### config.mk
export PLATFORM = sky130hd
export DESIGN_NAME = pito_boot_loader
export DESIGN_NICKNAME = d
export VERILOG_FILES = /design/src/rtl/pito_pkg.sv /design/src/rtl/pito_boot_word_asm.sv /design/src/rtl/pito_boot_loader.sv
export SDC_FILE = /design/constraint.sdc
export NUM_CORES = 1
export LEC_CHECK = 0
export CAP_MARGIN = 20
export CORE_MARGIN = 3
export CORE_UTILIZATION = 50
export CTS_BUF_LIST = sky130_fd_sc_hd__clkbuf_4 sky130_fd_sc_hd__clkbuf_8 sky130_fd_sc_hd__clkbuf_16
export DETAILED_ROUTE_END_ITERATION = 10
export GPL_ROUTABILITY_DRIVEN = 0
export PLACE_DENSITY = 0.74
export REMOVE_ABC_BUFFERS = 1
export SLEW_MARGIN = 0
export SYNTH_ARGS = -nofsm -noshare
export SYNTH_HDL_FRONTEND = slang
export SYNTH_SLANG_ARGS = --single-unit
### constraint.sdc
create_clock -name clk -period 2 [get_ports clk]
set_input_delay 0.4 -clock clk [delete_from_list [all_inputs] [get_ports clk]]
set_output_delay 0.4 -clock clk [all_outputs]
set_load 0.1 [all_outputs]
### src/rtl/pito_pkg.sv
// Shared types for the pito SoC boot path: loader command bytes, loader FSM states
// and the default inter-byte timeout.
package pito_pkg;

    typedef enum logic [7:0] {
        CMD_LOAD_IMEM = 8'hA5,
        CMD_LOAD_DMEM = 8'h5A,
        CMD_RUN       = 8'hC3
    } boot_cmd_e;

    typedef enum logic [1:0] {
        IDLE,
        HDR,
        DATA,
        CKSUM
    } boot_state_e;

    localparam int BOOT_TIMEOUT_DEFAULT = 1000000;

endpackage

### src/rtl/pito_boot_word_asm.sv
// Packs incoming data bytes little-endian into 32-bit words and keeps the running
// XOR of every byte accepted since the last clear.
module pito_boot_word_asm (
    input  logic        clk,
    input  logic        rst_n,
    input  logic        clr_i,
    input  logic        byte_vld_i,
    input  logic [7:0]  byte_i,
    output logic        word_valid_o,
    output logic [31:0] word_o,
    output logic [7:0]  xor_o
);

    logic [23:0] lanes_q;
    logic [1:0]  lane_q;
    logic [7:0]  xor_q;

    // The word is complete combinationally on the 4th byte so the caller can register it.
    assign word_valid_o = byte_vld_i && (lane_q == 2'd3);
    assign word_o       = {byte_i, lanes_q};
    assign xor_o        = xor_q;

    always_ff @(posedge clk or negedge rst_n) begin
        if (!rst_n) begin
            lanes_q <= '0;
            lane_q  <= '0;
            xor_q   <= '0;
        end else if (clr_i) begin
            lanes_q <= '0;
            lane_q  <= '0;
            xor_q   <= '0;
        end else if (byte_vld_i) begin
            lanes_q <= {byte_i, lanes_q[23:8]};
            lane_q  <= lane_q + 2'd1;
            xor_q   <= xor_q ^ byte_i;
        end
    end

endmodule

### src/rtl/pito_boot_loader.sv
// UART-fed boot loader: parses CMD/CNT/ADR/data/CKSUM frames, writes words into the
// SoC imem or dmem ext port, and holds the core in reset until a RUN command.
module pito_boot_loader
    import pito_pkg::*;
#(
    parameter int IMEM_ADDR_W    = 10,
    parameter int DMEM_ADDR_W    = 10,
    parameter int TIMEOUT_CYCLES = BOOT_TIMEOUT_DEFAULT
) (
    input  logic                   clk,
    input  logic                   rst_n,
    input  logic                   rx_valid,
    input  logic [7:0]             rx_data,
    output logic                   imem_req,
    output logic                   imem_we,
    output logic [IMEM_ADDR_W-1:0] imem_addr,
    output logic [31:0]            imem_wdata,
    output logic [3:0]             imem_be,
    output logic                   dmem_req,
    output logic                   dmem_we,
    output logic [DMEM_ADDR_W-1:0] dmem_addr,
    output logic [31:0]            dmem_wdata,
    output logic [3:0]             dmem_be,
    output logic                   core_rst_n,
    output logic                   busy,
    output logic                   load_done,
    output logic                   err_cksum,
    output logic                   err_timeout
);

    localparam int TMO_W = $clog2(TIMEOUT_CYCLES + 1);
    localparam logic [TMO_W-1:0] TMO_LAST = TMO_W'(TIMEOUT_CYCLES - 1);

    boot_state_e            state_q;
    logic                   tgt_dmem_q;
    logic [1:0]             hdr_cnt_q;
    logic [15:0]            cnt_q;
    logic [15:0]            addr_q;
    logic [TMO_W-1:0]       tmo_q;
    logic                   imem_req_q, dmem_req_q;
    logic [IMEM_ADDR_W-1:0] imem_addr_q;
    logic [DMEM_ADDR_W-1:0] dmem_addr_q;
    logic [31:0]            imem_wdata_q, dmem_wdata_q;
    logic                   core_rst_n_q, load_done_q, err_cksum_q, err_timeout_q;

    logic        word_valid;
    logic [31:0] word;
    logic [7:0]  run_xor;

    pito_boot_word_asm u_word_asm (
        .clk          (clk),
        .rst_n        (rst_n),
        .clr_i        (state_q == IDLE),
        .byte_vld_i   (rx_valid && (state_q == DATA)),
        .byte_i       (rx_data),
        .word_valid_o (word_valid),
        .word_o       (word),
        .xor_o        (run_xor)
    );

    always_ff @(posedge clk or negedge rst_n) begin
        if (!rst_n) begin
            state_q       <= IDLE;
            tgt_dmem_q    <= 1'b0;
            hdr_cnt_q     <= '0;
            cnt_q         <= '0;
            addr_q        <= '0;
            tmo_q         <= '0;
            imem_req_q    <= 1'b0;
            dmem_req_q    <= 1'b0;
            imem_addr_q   <= '0;
            dmem_addr_q   <= '0;
            imem_wdata_q  <= '0;
            dmem_wdata_q  <= '0;
            core_rst_n_q  <= 1'b0;
            load_done_q   <= 1'b0;
            err_cksum_q   <= 1'b0;
            err_timeout_q <= 1'b0;
        end else begin
            imem_req_q  <= 1'b0;
            dmem_req_q  <= 1'b0;
            load_done_q <= 1'b0;
            if (state_q == IDLE) begin
                tmo_q <= '0;
                if (rx_valid) begin
                    if (rx_data == CMD_LOAD_IMEM || rx_data == CMD_LOAD_DMEM) begin
                        core_rst_n_q  <= 1'b0;
                        err_cksum_q   <= 1'b0;
                        err_timeout_q <= 1'b0;
                        tgt_dmem_q    <= (rx_data == CMD_LOAD_DMEM);
                        hdr_cnt_q     <= '0;
                        state_q       <= HDR;
                    end else if (rx_data == CMD_RUN) begin
                        core_rst_n_q  <= 1'b1;
                    end
                end
            end else if (rx_valid) begin
                // A byte in the expiry cycle is consumed and restarts the idle count.
                tmo_q <= '0;
                unique case (state_q)
                    HDR: begin
                        hdr_cnt_q <= hdr_cnt_q + 2'd1;
                        unique case (hdr_cnt_q)
                            2'd0: cnt_q[7:0]   <= rx_data;
                            2'd1: cnt_q[15:8]  <= rx_data;
                            2'd2: addr_q[7:0]  <= rx_data;
                            2'd3: begin
                                addr_q[15:8] <= rx_data;
                                state_q      <= (cnt_q == 16'd0) ? CKSUM : DATA;
                            end
                        endcase
                    end
                    DATA: begin
                        if (word_valid) begin
                            if (tgt_dmem_q) begin
                                dmem_req_q   <= 1'b1;
                                dmem_addr_q  <= addr_q[DMEM_ADDR_W-1:0];
                                dmem_wdata_q <= word;
                            end else begin
                                imem_req_q   <= 1'b1;
                                imem_addr_q  <= addr_q[IMEM_ADDR_W-1:0];
                                imem_wdata_q <= word;
                            end
                            addr_q <= addr_q + 16'd1;
                            cnt_q  <= cnt_q - 16'd1;
                            if (cnt_q == 16'd1) state_q <= CKSUM;
                        end
                    end
                    CKSUM: begin
                        if (rx_data != run_xor) err_cksum_q <= 1'b1;
                        load_done_q <= 1'b1;
                        state_q     <= IDLE;
                    end
                    default: state_q <= IDLE;
                endcase
            end else if (tmo_q == TMO_LAST) begin
                state_q       <= IDLE;
                err_timeout_q <= 1'b1;
            end else begin
                tmo_q <= tmo_q + 1'b1;
            end
        end
    end

    assign imem_req    = imem_req_q;
    assign imem_we     = imem_req_q;
    assign imem_be     = {4{imem_req_q}};
    assign imem_addr   = imem_addr_q;
    assign imem_wdata  = imem_wdata_q;
    assign dmem_req    = dmem_req_q;
    assign dmem_we     = dmem_req_q;
    assign dmem_be     = {4{dmem_req_q}};
    assign dmem_addr   = dmem_addr_q;
    assign dmem_wdata  = dmem_wdata_q;
    assign core_rst_n  = core_rst_n_q;
    assign busy        = (state_q != IDLE);
    assign load_done   = load_done_q;
    assign err_cksum   = err_cksum_q;
    assign err_timeout = err_timeout_q;

endmodule

==> impl_results.html <==
<table>
<tr><th>Metric</th><th>Value</th></tr>
<tr><th colspan="2">Status</th></tr>
<tr><td>Run status</td><td>finished, final reports clean</td></tr>
<tr><th colspan="2">Detailed routing</th></tr>
<tr><td>Remaining number of nets flagged by the antenna check after routing</td><td>0</td></tr>
<tr><td>Total via count after detailed routing</td><td>roughly 5800</td></tr>
<tr><td>Aggregate routed wire length</td><td>between 15000 and 20000 um</td></tr>
<tr><td>Violation count after the first detailed-routing iteration</td><td>between 300 and 400</td></tr>
<tr><td>Number of optimization iterations in the first detailed-route pass</td><td>5</td></tr>
<tr><td>Via density per instance</td><td>~5.6</td></tr>
<tr><td>Routed wirelength normalized by instance count</td><td>18.4 um</td></tr>
<tr><td>Remaining DRCs</td><td>0</td></tr>
<tr><th colspan="2">CTS</th></tr>
<tr><td>CTS Buf Count</td><td>17</td></tr>
<tr><td>Clock slew at reported path FFs</td><td>0.07 ns</td></tr>
<tr><td>Clock root buffer</td><td>sky130_fd_sc_hd__clkbuf_16</td></tr>
<tr><td>Sink Count</td><td>175</td></tr>
<tr><td>Insertion delay of the later-clocked pin in the worst-skew pair</td><td>between 0.4 and 0.5 ns</td></tr>
<tr><td>CTS tree</td><td>built</td></tr>
<tr><td>CTS H-tree depth</td><td>4</td></tr>
<tr><td>Buffer depth of the longest clock path</td><td>2</td></tr>
<tr><th colspan="2">Timing</th></tr>
<tr><td>Achievable frequency</td><td>approximately 510 MHz</td></tr>
<tr><td>Final setup violation count</td><td>0</td></tr>
<tr><td>Measured slew at the worst slew-check pin</td><td>0.473 ns</td></tr>
<tr><td>RSZ-0062 raised after global routing</td><td>yes</td></tr>
<tr><td>Relative slew slack</td><td>approximately two thirds</td></tr>
<tr><td>Setup TNS</td><td>0 ns</td></tr>
<tr><td>Hold violation total from the final report</td><td>0</td></tr>
<tr><td>Tcrit/Tclk final</td><td>a little over nine tenths</td></tr>
<tr><td>Worst clock skew</td><td>around 0.0079 ns</td></tr>
<tr><td>Final WS setup</td><td>0.0479 ns</td></tr>
<tr><td>Post-layout minimum cycle time</td><td>1.95 ns</td></tr>
<tr><td>Slew Viols, Final</td><td>0</td></tr>
<tr><th colspan="2">Power</th></tr>
<tr><td>Total power draw</td><td>10.3 mW</td></tr>
<tr><td>Power density cells</td><td>roughly 1000 mW/mm^2</td></tr>
<tr><td>Comb pwr share</td><td>approximately 28%</td></tr>
<tr><td>Clock network fraction of total power</td><td>between 20 and 30%</td></tr>
<tr><td>Worst-case vdd ir drop</td><td>roughly 0.93 mV</td></tr>
<tr><td>Net switching power</td><td>3.55 mW</td></tr>
<tr><td>Internal</td><td>6.75 mW</td></tr>
<tr><td>Fraction of power spent switching nets</td><td>~34%</td></tr>
<tr><td>Lkg Pwr</td><td>4.95 nW</td></tr>
<tr><td>Sequential Power Share</td><td>between 40% and 50%</td></tr>
<tr><th colspan="2">Setup path</th></tr>
<tr><td>Largest delay share family, worst path</td><td>flip-flops</td></tr>
<tr><td>Kind of start point of the critical path</td><td>register</td></tr>
<tr><td>Crit path cell chain</td><td>inv_1, ha_2, mux2i_4, nor3_4, buf_6, and3_1, o21ai_0, o221a_2</td></tr>
<tr><td>Reg2reg setup slack</td><td>approximately 0.048 ns</td></tr>
<tr><td>Data required time at the worst endpoint</td><td>2.36 ns</td></tr>
<tr><td>CP arrival</td><td>2.31 ns</td></tr>
<tr><td>Worst stage delay on the critical path</td><td>~0.38 ns</td></tr>
<tr><td>Number of buffers and inverters on the critical path</td><td>2</td></tr>
<tr><td>Cell type of the slowest stage on the worst timing path</td><td>sky130_fd_sc_hd__dfrtp_1</td></tr>
<tr><td>Critical path class</td><td>reg2reg</td></tr>
<tr><td>Critical path fanouts, max</td><td>13</td></tr>
<tr><td>Worst Setup End Kind</td><td>register</td></tr>
<tr><th colspan="2">Placement</th></tr>
<tr><td>Number of buffers added on ports</td><td>between 100 and 150</td></tr>
<tr><td>Half-perimeter wire length of the detailed placement result</td><td>between 10000 and 15000 um</td></tr>
<tr><td>Worst slack at placement</td><td>-0.253 ns</td></tr>
<tr><th colspan="2">Global routing</th></tr>
<tr><td>Number of global-route vias before repair</td><td>around 6000</td></tr>
<tr><td>Largest net degree at the start of global routing</td><td>a little over 50</td></tr>
<tr><td>Wire length of the first global-routing pass</td><td>~30000 um</td></tr>
<tr><td>Antenna violations before repair</td><td>0</td></tr>
<tr><td>Aggregate global routing overflow</td><td>0</td></tr>
<tr><td>GRT Overall Usage</td><td>around a fifth</td></tr>
<tr><th colspan="2">Synth</th></tr>
<tr><td>Instance count of the mapped netlist</td><td>just under 700</td></tr>
<tr><td>Number of distinct library cells after synthesis</td><td>59</td></tr>
<tr><td>Dominant cell type by area after synthesis</td><td>sky130_fd_sc_hd__dfrtp_1</td></tr>
<tr><td>Count leader, synth</td><td>sky130_fd_sc_hd__dfrtp_1</td></tr>
<tr><td>Fraction of the yosys area taken by sequential cells</td><td>between 50% and 60%</td></tr>
<tr><td>Top_reg_cell synth</td><td>sky130_fd_sc_hd__dfrtp_1</td></tr>
<tr><td>Cells taking the most area after synthesis</td><td>sky130_fd_sc_hd__dfrtp_1, sky130_fd_sc_hd__mux2_2, sky130_fd_sc_hd__a22o_1</td></tr>
<tr><td>Number of flip-flops and latches in the synthesized netlist</td><td>~180</td></tr>
<tr><td>Share of synthesized registers carrying an async set or reset</td><td>between 90% and 100%</td></tr>
<tr><td>Most common library cells after synthesis</td><td>sky130_fd_sc_hd__dfrtp_1, sky130_fd_sc_hd__mux2_2, sky130_fd_sc_hd__nor2_1</td></tr>
<tr><td>Average cell area after synthesis</td><td>11.8 sq um</td></tr>
<tr><td>Number of warnings reported in the yosys synthesis log</td><td>0</td></tr>
<tr><td>Number of synthesized flops with an enable pin</td><td>0</td></tr>
<tr><td>Synthesized cell area</td><td>0.00797 sq mm</td></tr>
<tr><td>Area share of the largest cell type after synthesis</td><td>a little over half</td></tr>
<tr><th colspan="2">Floorplanning</th></tr>
<tr><td>Number of top-level design ports</td><td>about 110</td></tr>
<tr><td>Die span in y</td><td>between 100 and 150 um</td></tr>
<tr><td>Area enclosed by the die boundary</td><td>about 0.017 sq mm</td></tr>
<tr><td>Area inside the core boundary</td><td>roughly 0.015 sq mm</td></tr>
<tr><td>DIE WIDTH</td><td>approximately 130 um</td></tr>
<tr><td>Initial Util</td><td>51.7%</td></tr>
<tr><td>Core Rows</td><td>between 40 and 50</td></tr>
<tr><th colspan="2">Layout</th></tr>
<tr><td>Final layout net count</td><td>841</td></tr>
<tr><td>Signed area change from the synthesized netlist to the final layout</td><td>26.2%</td></tr>
<tr><td>Final core area utilization</td><td>roughly 65%</td></tr>
<tr><td>Share of cells above drive strength 1</td><td>between 30 and 40%</td></tr>
<tr><td>Number of antenna diodes</td><td>0</td></tr>
<tr><th colspan="2">Min path</th></tr>
<tr><td>Hold Path Class</td><td>in2async</td></tr>
<tr><th colspan="2">Job</th></tr>
<tr><td>Max-Cap Viols</td><td>0</td></tr>
</table>
-- state kept, by name (all words and copies together) (netlist names) --
signal              count
tgt_dmem_q              1
imem_req                1
imem_wdata             32
u_word_asm.lanes_q     24
addr_q                 10
dmem_wdata             32
tmo_q                  20
err_cksum               1
state_q                 2
hdr_cnt_q               2
dmem_req                1
core_rst_n              1
u_word_asm.xor_o        8
u_word_asm.lane_q       2
cnt_q                  16
dmem_addr              10
err_timeout             1
imem_addr              10
load_done               1
-- power groups by stage --
stage | Clock, mW | Combinational [mW] | Sequential, mW
6_report | 3.02 | 2.83 | 4.44
4_1_cts | 3.08 | 2.73 | 4.41
5_1_grt | 3.23 | 3.10 | 4.50
3_3_place_gp | 0 | 2.53 | 4.43
3_5_place_dp | 0 | 2.64 | 4.48
2_1_floorplan | 0 | 1.63 | 4.36
-- per-stage QoR --
step	cells	area, sq um	hold slack (ns)
after global placement	1004	9350	0.376
after CTS	1037	9940	0.483
after detailed placement	1004	9350	0.380
after global routing	1040	10100	0.509
final	1040	10100	0.487
after floorplan	624	7710	0.104
-- kinds of logic (layout without fill, tap and decap cells) --
logic type                 after synthesis  in the layout  share of synthesized area, %
muxes                                   92             92                          12.9
DFF                                    175            175                          54.9
adders and majority gates               14             14                          2.20
and+or+nand+nor                        165            165                          11.3
AOI/OAI and AO/OA                      130            130                          11.3
buffers and inverters                   69            223                          4.10
xor gates and xnor gates                30             30                          3.30
-- cell usage in the layout (no fill, tap or decap), types with 4 or more instances in the layout --
cell | Yosys | final
sky130_fd_sc_hd__dfrtp_1 | 175 | 175
sky130_fd_sc_hd__buf_4 | 11 | 149
sky130_fd_sc_hd__nor2b_1 | 6 | 6
sky130_fd_sc_hd__o21ai_0 | 28 | 27
sky130_fd_sc_hd__nand4_1 | 8 | 8
sky130_fd_sc_hd__mux2_2 | 86 | 86
sky130_fd_sc_hd__xnor2_1 | 9 | 9
sky130_fd_sc_hd__o22a_1 | 9 | 9
sky130_fd_sc_hd__a21o_1 | 4 | 4
sky130_fd_sc_hd__inv_6 | 0 | 5
sky130_fd_sc_hd__and2_1 | 4 | 4
sky130_fd_sc_hd__nor3_1 | 7 | 6
sky130_fd_sc_hd__a31oi_1 | 5 | 5
sky130_fd_sc_hd__mux2i_1 | 6 | 5
sky130_fd_sc_hd__xor2_1 | 21 | 21
sky130_fd_sc_hd__buf_6 | 0 | 6
sky130_fd_sc_hd__nor4bb_1 | 5 | 4
sky130_fd_sc_hd__and3_1 | 14 | 13
sky130_fd_sc_hd__clkbuf_16 | 0 | 19
sky130_fd_sc_hd__nand2_1 | 32 | 32
sky130_fd_sc_hd__nand2b_1 | 7 | 6
sky130_fd_sc_hd__buf_12 | 0 | 6
sky130_fd_sc_hd__nand3_1 | 16 | 16
sky130_fd_sc_hd__a21oi_1 | 28 | 28
sky130_fd_sc_hd__a22o_1 | 27 | 27
sky130_fd_sc_hd__inv_1 | 18 | 17
sky130_fd_sc_hd__clkinvlp_4 | 0 | 4
sky130_fd_sc_hd__nor4_1 | 5 | 4
sky130_fd_sc_hd__clkdlybuf4s50_1 | 0 | 9
sky130_fd_sc_hd__ha_1 | 14 | 12
sky130_fd_sc_hd__nor2_1 | 40 | 38
sky130_fd_sc_hd__o22ai_1 | 5 | 5
-- area by class of cell --
class                   count  area (sq um)
fillers                  1189          5360
well taps                 211           264
clock buffers              18           433
inverters                  18          67.6
multi-input cells         431          3350
flip-flops and latches    175          4380
repair buffers            173          1460
clock inverters            14           110
-- metal layers --
metal  up-vias  GRT usage [%]  part of all wire, %
met3        35           4.24                  4.8
li1       2691              -                    -
met5         -              0                    0
met2       172           35.8                   51
met1      2950           27.5                   42
met4         0           8.26                  2.2
-- path summary, 6_finish.rpt --
kind,end,start,cells past startpoint
worst max register to register,addr_q[4],state_q[0],8
min in group clk,cnt_q[7],cnt_q[7],1
worst min register to register,cnt_q[7],cnt_q[7],1
worst min-delay path,cnt_q[14],rst_n,2
worst max-delay path,addr_q[4],state_q[0],8
max in group asynchronous,dmem_addr[3],rst_n,3
-- timing repair --
action / CTS / global route
gates resized for setup: 9 / 14
cloned: 0 / 2
pin swaps: 2 / 4
endpoints found under the hold margin: 43 / 0
setup endpoints to repair: 23 / 87
setup buffers: 0 / 1
hold buffers: 1 / 0
(Power assumes the default switching activity.)
